===== src/rtl/pckys_accum.sv =====
`default_nettype none
// ============================================================================
// Module      : pckys_accum
// Description : Registered ADD/SUB/ACC/CLR unit with valid/ready handshake,
//               optional saturation, running accumulator, sticky overflow
//               and accepted-operation counter.
// Revision    : 1.0 - initial release
// ============================================================================
module pckys_accum #(
    parameter int WIDTH    = 8,
    parameter int SATURATE = 0,
    parameter int CNT_W    = 8
) (
    input  logic             clk,
    input  logic             rst_n,
    input  logic             ena,
    input  logic             in_valid,
    output logic             in_ready,
    input  logic [1:0]       op,
    input  logic [WIDTH-1:0] a,
    input  logic [WIDTH-1:0] b,
    output logic             out_valid,
    input  logic             out_ready,
    output logic [WIDTH-1:0] result,
    output logic             carry,
    output logic [WIDTH-1:0] acc,
    output logic             ovf_sticky,
    output logic [CNT_W-1:0] op_count
);

    localparam logic [1:0] c_OP_ADD = 2'b00;
    localparam logic [1:0] c_OP_SUB = 2'b01;
    localparam logic [1:0] c_OP_ACC = 2'b10;
    localparam logic [1:0] c_OP_CLR = 2'b11;

    localparam logic [0:0] c_S_EMPTY = 1'b0;
    localparam logic [0:0] c_S_FULL  = 1'b1;

    logic [0:0]       r_state;
    logic [0:0]       w_next_state;
    logic             w_accept;
    logic [WIDTH:0]   w_sum;
    logic             w_carry;
    logic [WIDTH-1:0] w_wrap;
    logic [WIDTH-1:0] w_res;

    logic [WIDTH-1:0] r_result;
    logic             r_carry;
    logic [WIDTH-1:0] r_acc;
    logic             r_ovf;
    logic [CNT_W-1:0] r_count;

    // A held result frees the slot only when ena is high, so ena gates ready.
    assign in_ready = ena & (~out_valid | out_ready);
    assign w_accept = in_valid & in_ready;

    always_ff @(posedge clk or negedge rst_n) begin
        if (!rst_n) begin
            r_state <= c_S_EMPTY;
        end else begin
            r_state <= w_next_state;
        end
    end

    always_comb begin
        w_next_state = r_state;
        if (ena) begin
            if (w_accept) begin
                w_next_state = c_S_FULL;
            end else if ((r_state == c_S_FULL) && out_ready) begin
                w_next_state = c_S_EMPTY;
            end
        end
    end

    always_comb begin
        out_valid = (r_state == c_S_FULL);
    end

    always_comb begin
        w_sum   = '0;
        w_carry = 1'b0;
        case (op)
            c_OP_ADD: begin
                w_sum   = {1'b0, a} + {1'b0, b};
                w_carry = w_sum[WIDTH];
            end
            c_OP_SUB: begin
                w_sum   = {1'b0, a} - {1'b0, b};
                w_carry = (a < b);
            end
            c_OP_ACC: begin
                w_sum   = {1'b0, r_acc} + {1'b0, a};
                w_carry = w_sum[WIDTH];
            end
            default: begin
                w_sum   = '0;
                w_carry = 1'b0;
            end
        endcase
    end

    assign w_wrap = w_sum[WIDTH-1:0];

    generate
        if (SATURATE != 0) begin : g_sat
            // Borrow clamps to zero; carry clamps to all-ones.
            always_comb begin
                w_res = w_wrap;
                if (w_carry) begin
                    w_res = (op == c_OP_SUB) ? '0 : '1;
                end
            end
        end else begin : g_wrap
            assign w_res = w_wrap;
        end
    endgenerate

    always_ff @(posedge clk or negedge rst_n) begin
        if (!rst_n) begin
            r_result <= '0;
            r_carry  <= 1'b0;
            r_acc    <= '0;
            r_ovf    <= 1'b0;
            r_count  <= '0;
        end else if (w_accept) begin
            r_result <= w_res;
            r_carry  <= w_carry;
            r_count  <= r_count + 1'b1;
            if (op == c_OP_CLR) begin
                r_acc <= '0;
                r_ovf <= 1'b0;
            end else begin
                r_ovf <= r_ovf | w_carry;
                if (op == c_OP_ACC) begin
                    r_acc <= w_res;
                end
            end
        end
    end

    assign result     = r_result;
    assign carry      = r_carry;
    assign acc        = r_acc;
    assign ovf_sticky = r_ovf;
    assign op_count   = r_count;

endmodule
`default_nettype wire


===== config.mk =====
export PLATFORM = sky130hd
export DESIGN_NAME = pckys_accum
export DESIGN_NICKNAME = d
export VERILOG_FILES = /design/src/rtl/pckys_accum.sv
export SDC_FILE = /design/constraint.sdc
export NUM_CORES = 1
export LEC_CHECK = 0
export CORE_UTILIZATION = 50
export DETAILED_ROUTE_END_ITERATION = 8
export GPL_TIMING_DRIVEN = 0
export HOLD_SLACK_MARGIN = 0.05
export PLACE_DENSITY = 0.87
export SKIP_CTS_REPAIR_TIMING = 1
export SLEW_MARGIN = 40
export SYNTH_ARGS = -nofsm -noshare
export SYNTH_HDL_FRONTEND = slang
export SYNTH_SLANG_ARGS = --single-unit

===== constraint.sdc =====
create_clock -name clk -period 2.6 [get_ports clk]
set_input_delay 0.52 -clock clk [delete_from_list [all_inputs] [get_ports clk]]
set_output_delay 0.52 -clock clk [all_outputs]
set_load 0.05 [all_outputs]

==> results of run 1 <==
==> report_power, final <==
part / total (mW) / internal, mW / leakage [nW] / switching (mW)
registers: 0.674 / 0.550 / 0.345 / 0.123
logic: 1.43 / 0.537 / 0.904 / 0.894
clock network: 0.240 / 0.108 / 0.0255 / 0.133
==> kinds of logic (layout without fill, tap and decap cells) <==
kind of cell | count (synthesis) | count (layout)
muxes | 4 | 4
DFF | 27 | 27
and+or+nand+nor | 58 | 58
AOI/OAI and AO/OA | 74 | 74
xor gates and xnor gates | 15 | 15
buffers and inverters | 28 | 81
adders and majority gates | 28 | 28
==> sequential cells by signal (all words and copies together) (netlist names) <==
name        count
out_valid       1
op_count        8
result          8
carry           1
ovf_sticky      1
acc             8
==> worst max-delay path by stage <==
stage	start	end	depth (start not counted)
floorplan	acc[0]	result[6]	9
global placement	a[0]	ovf_sticky	12
detailed placement	a[0]	ovf_sticky	12
CTS	a[0]	ovf_sticky	12
global route	b[3]	result[5]	8
finish	b[2]	ovf_sticky	10
==> metal layers <==
metal	global-route usage	vias to the layer above	wire length, um
li1	-	942	-
met2	0.403	74	2460
met5	0	-	0
met4	0.0984	0	125
met1	0.310	935	2150
met3	0.0514	12	271
==> stage by stage <==
step           hold slack [ns]  total power, mW  cell area (um2)  setup WS [ns]
6_report                 0.236             2.34             2760         0.0884
5_1_grt                  0.279             2.47             2760        0.00192
4_1_cts                  0.251             2.31             2690         -0.272
3_5_place_dp             0.467             2.07             2650         -0.544
3_3_place_gp             0.460             2.04             2650         -0.509
2_1_floorplan            0.224             1.62             2090         0.0941
==> cell type report <==
cell class	count	area, um2	share of cell area
inverter	21	78.8	0.0286
clock buffer	3	41.3	0.0150
clock inverter	1	5.00	0.00181
multi-input combinational	179	1360	0.494
sequential	27	676	0.245
timing repair buffer	50	508	0.184
buffer	6	25.0	0.00907
tap	50	62.6	0.0227
==> worst max-delay path, stage by stage <==
cell and delay [ns]:
clkdlybuf4s50_1 0.49, inv_1 0.08, ha_4 0.24, a21o_1 0.18, a21o_1 0.19, nand3_2 0.08, a41oi_1 0.14, or4_4 0.45
a31oi_4 0.21, o22a_2 0.15
==> synthesized netlist by cell type, types with 4 or more instances <==
library cell  number
o21ai_0           19
clkbuf_1           4
nand2_1           25
nor2_1            13
xnor2_1           12
a21oi_1           13
a31oi_1            5
inv_1             20
ha_1              25
dfrtp_1           27
a21o_1             6
o21a_1             7
and3_1             4
==> results.sh, run 1 <==
export IMPL_synth_distinct_cells=45
export IMPL_wire_per_inst_um=14.8
export IMPL_fin_tns_setup_ns=0
export IMPL_chipWidth_um=66.6
export IMPL_synth_mux_area_frac=0.0204
export IMPL_wirelength_um=5000
export IMPL_r2r_start="acc[0]"
export IMPL_worstHoldPathType="in -> async"
export IMPL_drt_first_pass_iters=4
export IMPL_synth_top_family_by_area="compound AO/OA/AOI/OAI gates"
export IMPL_io_buffers=50
export IMPL_antenna_found_initial=0
export IMPL_gp_congestion=0.874
export IMPL_crit_type="in -> reg"
export IMPL_end_kind="flip-flop"
export IMPL_antenna_left=0
export IMPL_fin_crit_sh=0.966
export IMPL_synth_xor_area_frac=0.0629
export IMPL_rr_endpoint="result[6]"
export IMPL_ios=51
export IMPL_syn_to_final_growth_pct=32.1
export IMPL_synthSimpleGateAreaFrac=0.131
export IMPL_power_density_nw_per_um2=850
export IMPL_async_flop_share=1.00
export IMPL_peakVddDrop_uv=692
export IMPL_drive_above_1_share=0.0767
export IMPL_fillerInstances=337
export IMPL_synth_compound_area_frac=0.232
export IMPL_syn_mean_instance_area_um2=8.92
export IMPL_cts_root_buf="clkbuf_8"
export IMPL_drt_iter0_markers=122
export IMPL_antenna_cells=0
export IMPL_mostFrequentLayoutCells="44 x clkdlybuf4s50_1, 27 x dfrtp_1, 25 x nand2_1"
export IMPL_clock_skew_final_ns=0.00349
export IMPL_ys_ff_latch=27
export IMPL_status="finished clean"
export IMPL_tightest_slew_ns=0.589
export IMPL_ys_flop_type="dfrtp_1"
export IMPL_rr_worst_depth=9
export IMPL_cp_max_fo=7
export IMPL_rows=23
export IMPL_worst_slew_margin_rel=0.607
export IMPL_start_kind="input port"
export IMPL_synth_edf_count=0
export IMPL_final_cells=337
export IMPL_nets=339
export IMPL_hold_viol=0
export IMPL_seq_area_frac_synth=0.324
export IMPL_yosys_area_top_type="dfrtp_1"
export IMPL_tritoncts="done"
export IMPL_drc=0
export IMPL_overflow=0
export IMPL_slew_violations=0
export IMPL_yosysWarnings=0
export IMPL_layout_min_cycle_time_ns=2.51
export IMPL_syn_inst=234
export IMPL_synth_top_area_frac=0.324
export IMPL_arrival_ns=2.73
export IMPL_synth_fp_nets=285
export IMPL_r2r_slack_ns=0.17
export IMPL_grt_pass1_wl_um=8210
export IMPL_synthAdderAreaFrac=0.179
export IMPL_via_per_inst=5.82
export IMPL_fmax_ghz=0.398
export IMPL_critPathRequiredTime_ns=2.82
export IMPL_cts_sinks=27
export IMPL_finalSetupViolCount=0
export IMPL_numCtsBuffers=3
export IMPL_p_leak_nw=1.27
export IMPL_grt_max_degree=28
export IMPL_clk_pin_slew_ns=0.09
export IMPL_layout_commonest_cell="clkdlybuf4s50_1"
export IMPL_grt_use_total=0.245
export IMPL_dr_total_vias=1963
export IMPL_rsz0062_at_grt="no"
export IMPL_dieHeight_um=66.6
export IMPL_hpwl_um=3830
export IMPL_syn_cell_area_um2=2090
export IMPL_htreeDepth=1
export IMPL_cts_buffer_depth=2
export IMPL_die_area_um2=4440
export IMPL_synth_area_top_cells="dfrtp_1 32%, ha_1 15%, xnor2_1 5.0%, o21ai_0 4.6%, nand2_1 4.5%"
export IMPL_core_area_um2=4000
export IMPL_drv_cap=0
export IMPL_start_util=0.522
export IMPL_clk_latency_ns=0.28
export IMPL_dp_cells=334
export IMPL_grt_pass1_vias=1812
export IMPL_post_route_util=0.689
No activity file was read; power rests on OpenSTA's default activity.
==> inputs of run 2 (changes only) <==
Settings changed: CAP_MARGIN set to 25, GPL_TIMING_DRIVEN 0 to not set, PLACE_DENSITY 0.87 to 0.93.
==> run 2 against run 1 <==
Effect of this change:
- combinational power is 9.8% higher
- global-route usage up 2.1 points
- maximum frequency about the same
- final cell count up 7.4%
- register-to-register slack better by 0.07 ns
- via count rose by 5.5%
- utilization rose by 5.6 points
- clock power up 3%
- critical path depth unchanged
- worst setup slack better by 0.0016 ns
- power grew 6.4%
- critical endpoint unchanged
==> results.sh, run 2 (synthesis results as in run 1) <==
export IMPL_drc=0
export IMPL_arrival_ns=2.74
export IMPL_rows=23
export IMPL_dr_total_vias=2070
export IMPL_whs_ns=0.479
export IMPL_cts_root_buf="clkbuf_8"
export IMPL_io_buffers=50
export IMPL_final_cells=362
export IMPL_grt_use_total=0.266
export IMPL_drt_first_pass_iters=4
export IMPL_drt_iter0_markers=163
export IMPL_clk_pin_slew_ns=0.10
export IMPL_fillerInstances=274
export IMPL_die_area_um2=4440
export IMPL_critPathRequiredTime_ns=2.83
export IMPL_overflow=0
export IMPL_peakVddDrop_uv=612
export IMPL_gp_congestion=0.905
export IMPL_drv_cap=0
export IMPL_chipWidth_um=66.6
export IMPL_wire_per_inst_um=16.3
export IMPL_hpwl_um=4370
export IMPL_post_route_util=0.745
export IMPL_multiInputGateArea_um2=1370
export IMPL_preCtsSetupSlack_ns=-0.505
export IMPL_power_density_nw_per_um2=837
export IMPL_end_kind="flip-flop"
export IMPL_nets=364
export IMPL_finalSetupViolCount=0
export IMPL_drive_above_1_share=0.170
export IMPL_status="finished clean"
export IMPL_place_area_um2=2840
export IMPL_numCtsBuffers=3
export IMPL_worstHoldPathType="reg -> reg"
export IMPL_p_leak_nw=1.41
export IMPL_tritoncts="done"
export IMPL_dieHeight_um=66.6
export IMPL_layout_commonest_cell="clkdlybuf4s50_1"
export IMPL_clock_skew_final_ns=0.00225
export IMPL_start_util=0.522
export IMPL_fin_crit_sh=0.965
export IMPL_grt_pass1_vias=1918
export IMPL_antenna_found_initial=0
export IMPL_antenna_cells=0
export IMPL_grt_pass1_wl_um=8780
export IMPL_syn_to_final_growth_pct=42.8
export IMPL_rsz0062_at_grt="no"
export IMPL_via_per_inst=5.72
export IMPL_ios=51
export IMPL_ff_latch_area_um2=676
export IMPL_slew_violations=0
export IMPL_htreeDepth=1
export IMPL_mostFrequentLayoutCells="44 x clkdlybuf4s50_1, 31 x buf_4, 27 x dfrtp_1"
export IMPL_grt_max_degree=28
export IMPL_cts_sinks=27
export IMPL_cp_max_fo=6
export IMPL_fmax_ghz=0.398
export IMPL_crit_type="in -> reg"
export IMPL_wirelength_um=5890
export IMPL_core_area_um2=4000
export IMPL_worst_slew_margin_rel=0.653
export IMPL_antenna_left=0
export IMPL_start_kind="input port"
export IMPL_clk_latency_ns=0.28
export IMPL_fin_area_um2=2980
export IMPL_layout_min_cycle_time_ns=2.51
export IMPL_dp_cells=356
export IMPL_hold_viol=0
export IMPL_tightest_slew_ns=0.520
export IMPL_cts_buffer_depth=2
export IMPL_setup_ws_ns=0.0899
-- run 2: changes by cell type in the layout (fill, tap and decap cells not counted), sizes merged --
cell	delta
clkbuf	-3
clkinvlp	+1
clkinv	-1
buf	+28
-- run 2: cell type report --
cell class	instances	share of cell area
Timing Repair Buffer	81	0.251
Multi-Input combinational cell	179	0.459
Inverter	21	0.0264
Clock buffer	3	0.0138
Sequential cell	27	0.227
Clock inverter	1	0.00252
Tap cell	50	0.0210
-- run 2: routing by layer --
| layer | vias up | routed length (um) | GRT usage |
|---|---|---|---|
| met5 | - | 0 | 0 |
| met4 | 0 | 255 | 0.112 |
| met3 | 25 | 356 | 0.0462 |
| met2 | 84 | 2970 | 0.458 |
| met1 | 971 | 2310 | 0.322 |
| li1 | 990 | - | - |
-- run 2: path summary, 6_finish.rpt --
check | from | endpoint | slack [ns] | depth (start not counted)
max reg2reg | acc[0] | result[6] | 0.24 | 9
min | op_count[7] | op_count[7] | 0.48 | 1
min reg2reg | op_count[7] | op_count[7] | 0.48 | 1
min in group asynchronous | rst_n | op_count[6] | 0.60 | 2
max in group asynchronous | rst_n | result[6] | 1.74 | 2
max | b[2] | ovf_sticky | 0.09 | 10
-- run 2: stage by stage --
step           power, mW  setup TNS [ns]
4_1_cts             2.45          -0.498
6_report            2.49               0
5_1_grt             2.63               0
2_1_floorplan       1.62               0
3_5_place_dp        2.20           -2.44
3_3_place_gp        2.13           -1.75
-- run 2: where the power goes --
part	switching [mW]	total [mW]	internal (mW)
clock network	0.139	0.248	0.109
registers	0.130	0.680	0.550
logic	0.941	1.57	0.626
total	1.21	2.49	1.29
-- run 2: worst max-delay path, cell delays in order --
cell,delay [ns]
clkdlybuf4s50_1,0.48
inv_1,0.07
ha_4,0.23
a21o_1,0.18
a21o_1,0.17
nand3_2,0.08
a41oi_2,0.11
or4_4,0.51
a31oi_4,0.21
o22a_2,0.16
==> inputs of run 3 (changes only) <==
Settings changed: CELL_PAD_IN_SITES_DETAIL_PLACEMENT set to 0, CELL_PAD_IN_SITES_GLOBAL_PLACEMENT set to 1, CORE_UTILIZATION 50 to 37, GPL_ROUTABILITY_DRIVEN set to 0, PLACE_DENSITY 0.93 to 0.92.
==> run 3 against run 2 <==
Effect of this change:
- global-route usage decreased by 8.1 points
- utilization is 18 points lower
- final area is 0.80% higher
- register-to-register slack better by 0.03 ns
- flip-flop and latch count unchanged
- via count shrank 4.0%
- power fell by 1.7%
- maximum frequency decreased by 1.0%
- non-clock buffer count grew 4
==> results.sh, run 3 (synthesis results as in run 1) <==
export IMPL_slew_violations=0
export IMPL_cp_startpoint="a[2]"
export IMPL_rows=26
export IMPL_min_from="op_count[7]"
export IMPL_nets=368
export IMPL_dr_total_vias=1987
export IMPL_htreeDepth=1
export IMPL_preCtsSetupSlack_ns=-0.495
export IMPL_cts_root_buf="clkbuf_8"
export IMPL_worstHoldPathType="reg -> reg"
export IMPL_whs_ns=0.476
export IMPL_antenna_left=0
export IMPL_path_cells="clkdlybuf4s50_1, ha_2, a21o_1, a21o_1, nand3_2, a41oi_2, or4_1, a31oi_2, o22a_2"
export IMPL_r2r_start="acc[0]"
export IMPL_grt_max_degree=28
export IMPL_end_kind="flip-flop"
export IMPL_arrival_ns=2.75
export IMPL_wire_per_inst_um=13.8
export IMPL_mostFrequentLayoutCells="45 x clkdlybuf4s50_1, 35 x buf_4, 27 x dfrtp_1"
export IMPL_hpwl_um=4210
export IMPL_chipWidth_um=77.1
export IMPL_cts_sinks=27
export IMPL_hold_viol=0
export IMPL_die_area_um2=5950
export IMPL_status="finished clean"
export IMPL_ios=51
export IMPL_cp_common_cell="a21o_1"
export IMPL_cts_buffer_depth=2
export IMPL_clk_pin_slew_ns=0.09
export IMPL_drv_cap=0
export IMPL_start_util=0.396
export IMPL_via_per_inst=5.15
export IMPL_crit_type="in -> reg"
export IMPL_worst_slew_margin_rel=0.652
export IMPL_peakVddDrop_uv=595
export IMPL_post_route_util=0.570
export IMPL_wirelength_um=5320
export IMPL_worst_path_max_delay_cell="clkdlybuf4s50_1"
export IMPL_overflow=0
export IMPL_fmax_ghz=0.394
export IMPL_drc=0
export IMPL_rsz0062_at_grt="yes"
export IMPL_setup_ws_ns=0.0634
export IMPL_io_buffers=50
export IMPL_p_total_mw=2.45
export IMPL_fin_crit_sh=0.976
export IMPL_fin_area_um2=3010
export IMPL_clk_latency_ns=0.27
export IMPL_critPathRequiredTime_ns=2.82
export IMPL_grt_pass1_vias=1982
export IMPL_numCtsBuffers=3
export IMPL_start_kind="input port"
export IMPL_finalSetupViolCount=0
export IMPL_worst_path_largest_cell_delay_ns=0.51
export IMPL_syn_to_final_growth_pct=43.9
export IMPL_cp_max_fo=6
export IMPL_clock_skew_final_ns=0.00441
export IMPL_p_leak_nw=1.41
export IMPL_tightest_slew_ns=0.521
export IMPL_place_area_um2=2890
export IMPL_core_area_um2=5270
export IMPL_drive_above_1_share=0.184
export IMPL_dieHeight_um=77.1
export IMPL_grt_use_total=0.185
export IMPL_antenna_found_initial=0
export IMPL_tritoncts="done"
export IMPL_grt_pass1_wl_um=8930
export IMPL_fillerInstances=498
export IMPL_antenna_cells=0
export IMPL_drt_first_pass_iters=4
export IMPL_power_density_nw_per_um2=816
export IMPL_layout_commonest_cell="clkdlybuf4s50_1"
export IMPL_layout_min_cycle_time_ns=2.54
export IMPL_drt_iter0_markers=65
-- run 3: power breakdown --
part,switching [mW],internal [mW]
sequential,0.122,0.551
combinational,0.916,0.633
clock,0.122,0.110
total,1.16,1.29
-- run 3: final cells by class --
| class | instances | area (um2) | area share |
|---|---|---|---|
| clock buffers | 4 | 45.0 | 0.0150 |
| inverters | 21 | 78.8 | 0.0262 |
| multi-input cells | 179 | 1350 | 0.450 |
| flip-flops and latches | 27 | 676 | 0.225 |
| well taps | 70 | 87.6 | 0.0291 |
| repair buffers | 85 | 767 | 0.255 |
-- run 3: critical path: cells and delay by family --
family                   cells  cell delay (ns)
AND/OR/NAND/NOR              2             0.58
adder cells (fa/ha/maj)      1             0.32
AO/OA/AOI/OAI                5             0.82
buffers and inverters        1             0.51
-- run 3: path summary, 6_finish.rpt --
kind                                    end  slack, ns  cells past startpoint
worst min register to register  op_count[7]       0.48                      1
worst min-delay path            op_count[7]       0.48                      1
min in group asynchronous       op_count[5]       0.62                      2
worst max-delay path             ovf_sticky       0.06                      9
worst max register to register    result[6]       0.27                      9
max in group asynchronous       op_count[4]       1.73                      2
-- run 3: routing by layer --
layer | wire [um] | vias to the layer above | GRT usage
met2 | 2590 | 41 | 0.327
li1 | - | 995 | -
met1 | 2500 | 943 | 0.231
met3 | 174 | 8 | 0.0321
met4 | 57 | 0 | 0.0453
met5 | 0 | - | 0
-- run 3: through the flow --
stage	cells	TNS, ns
after floorplan	234	0
after global placement	379	-1.99
after detailed placement	379	-2.43
after CTS	383	-0.467
after global routing	386	-0.0203
final	386	0
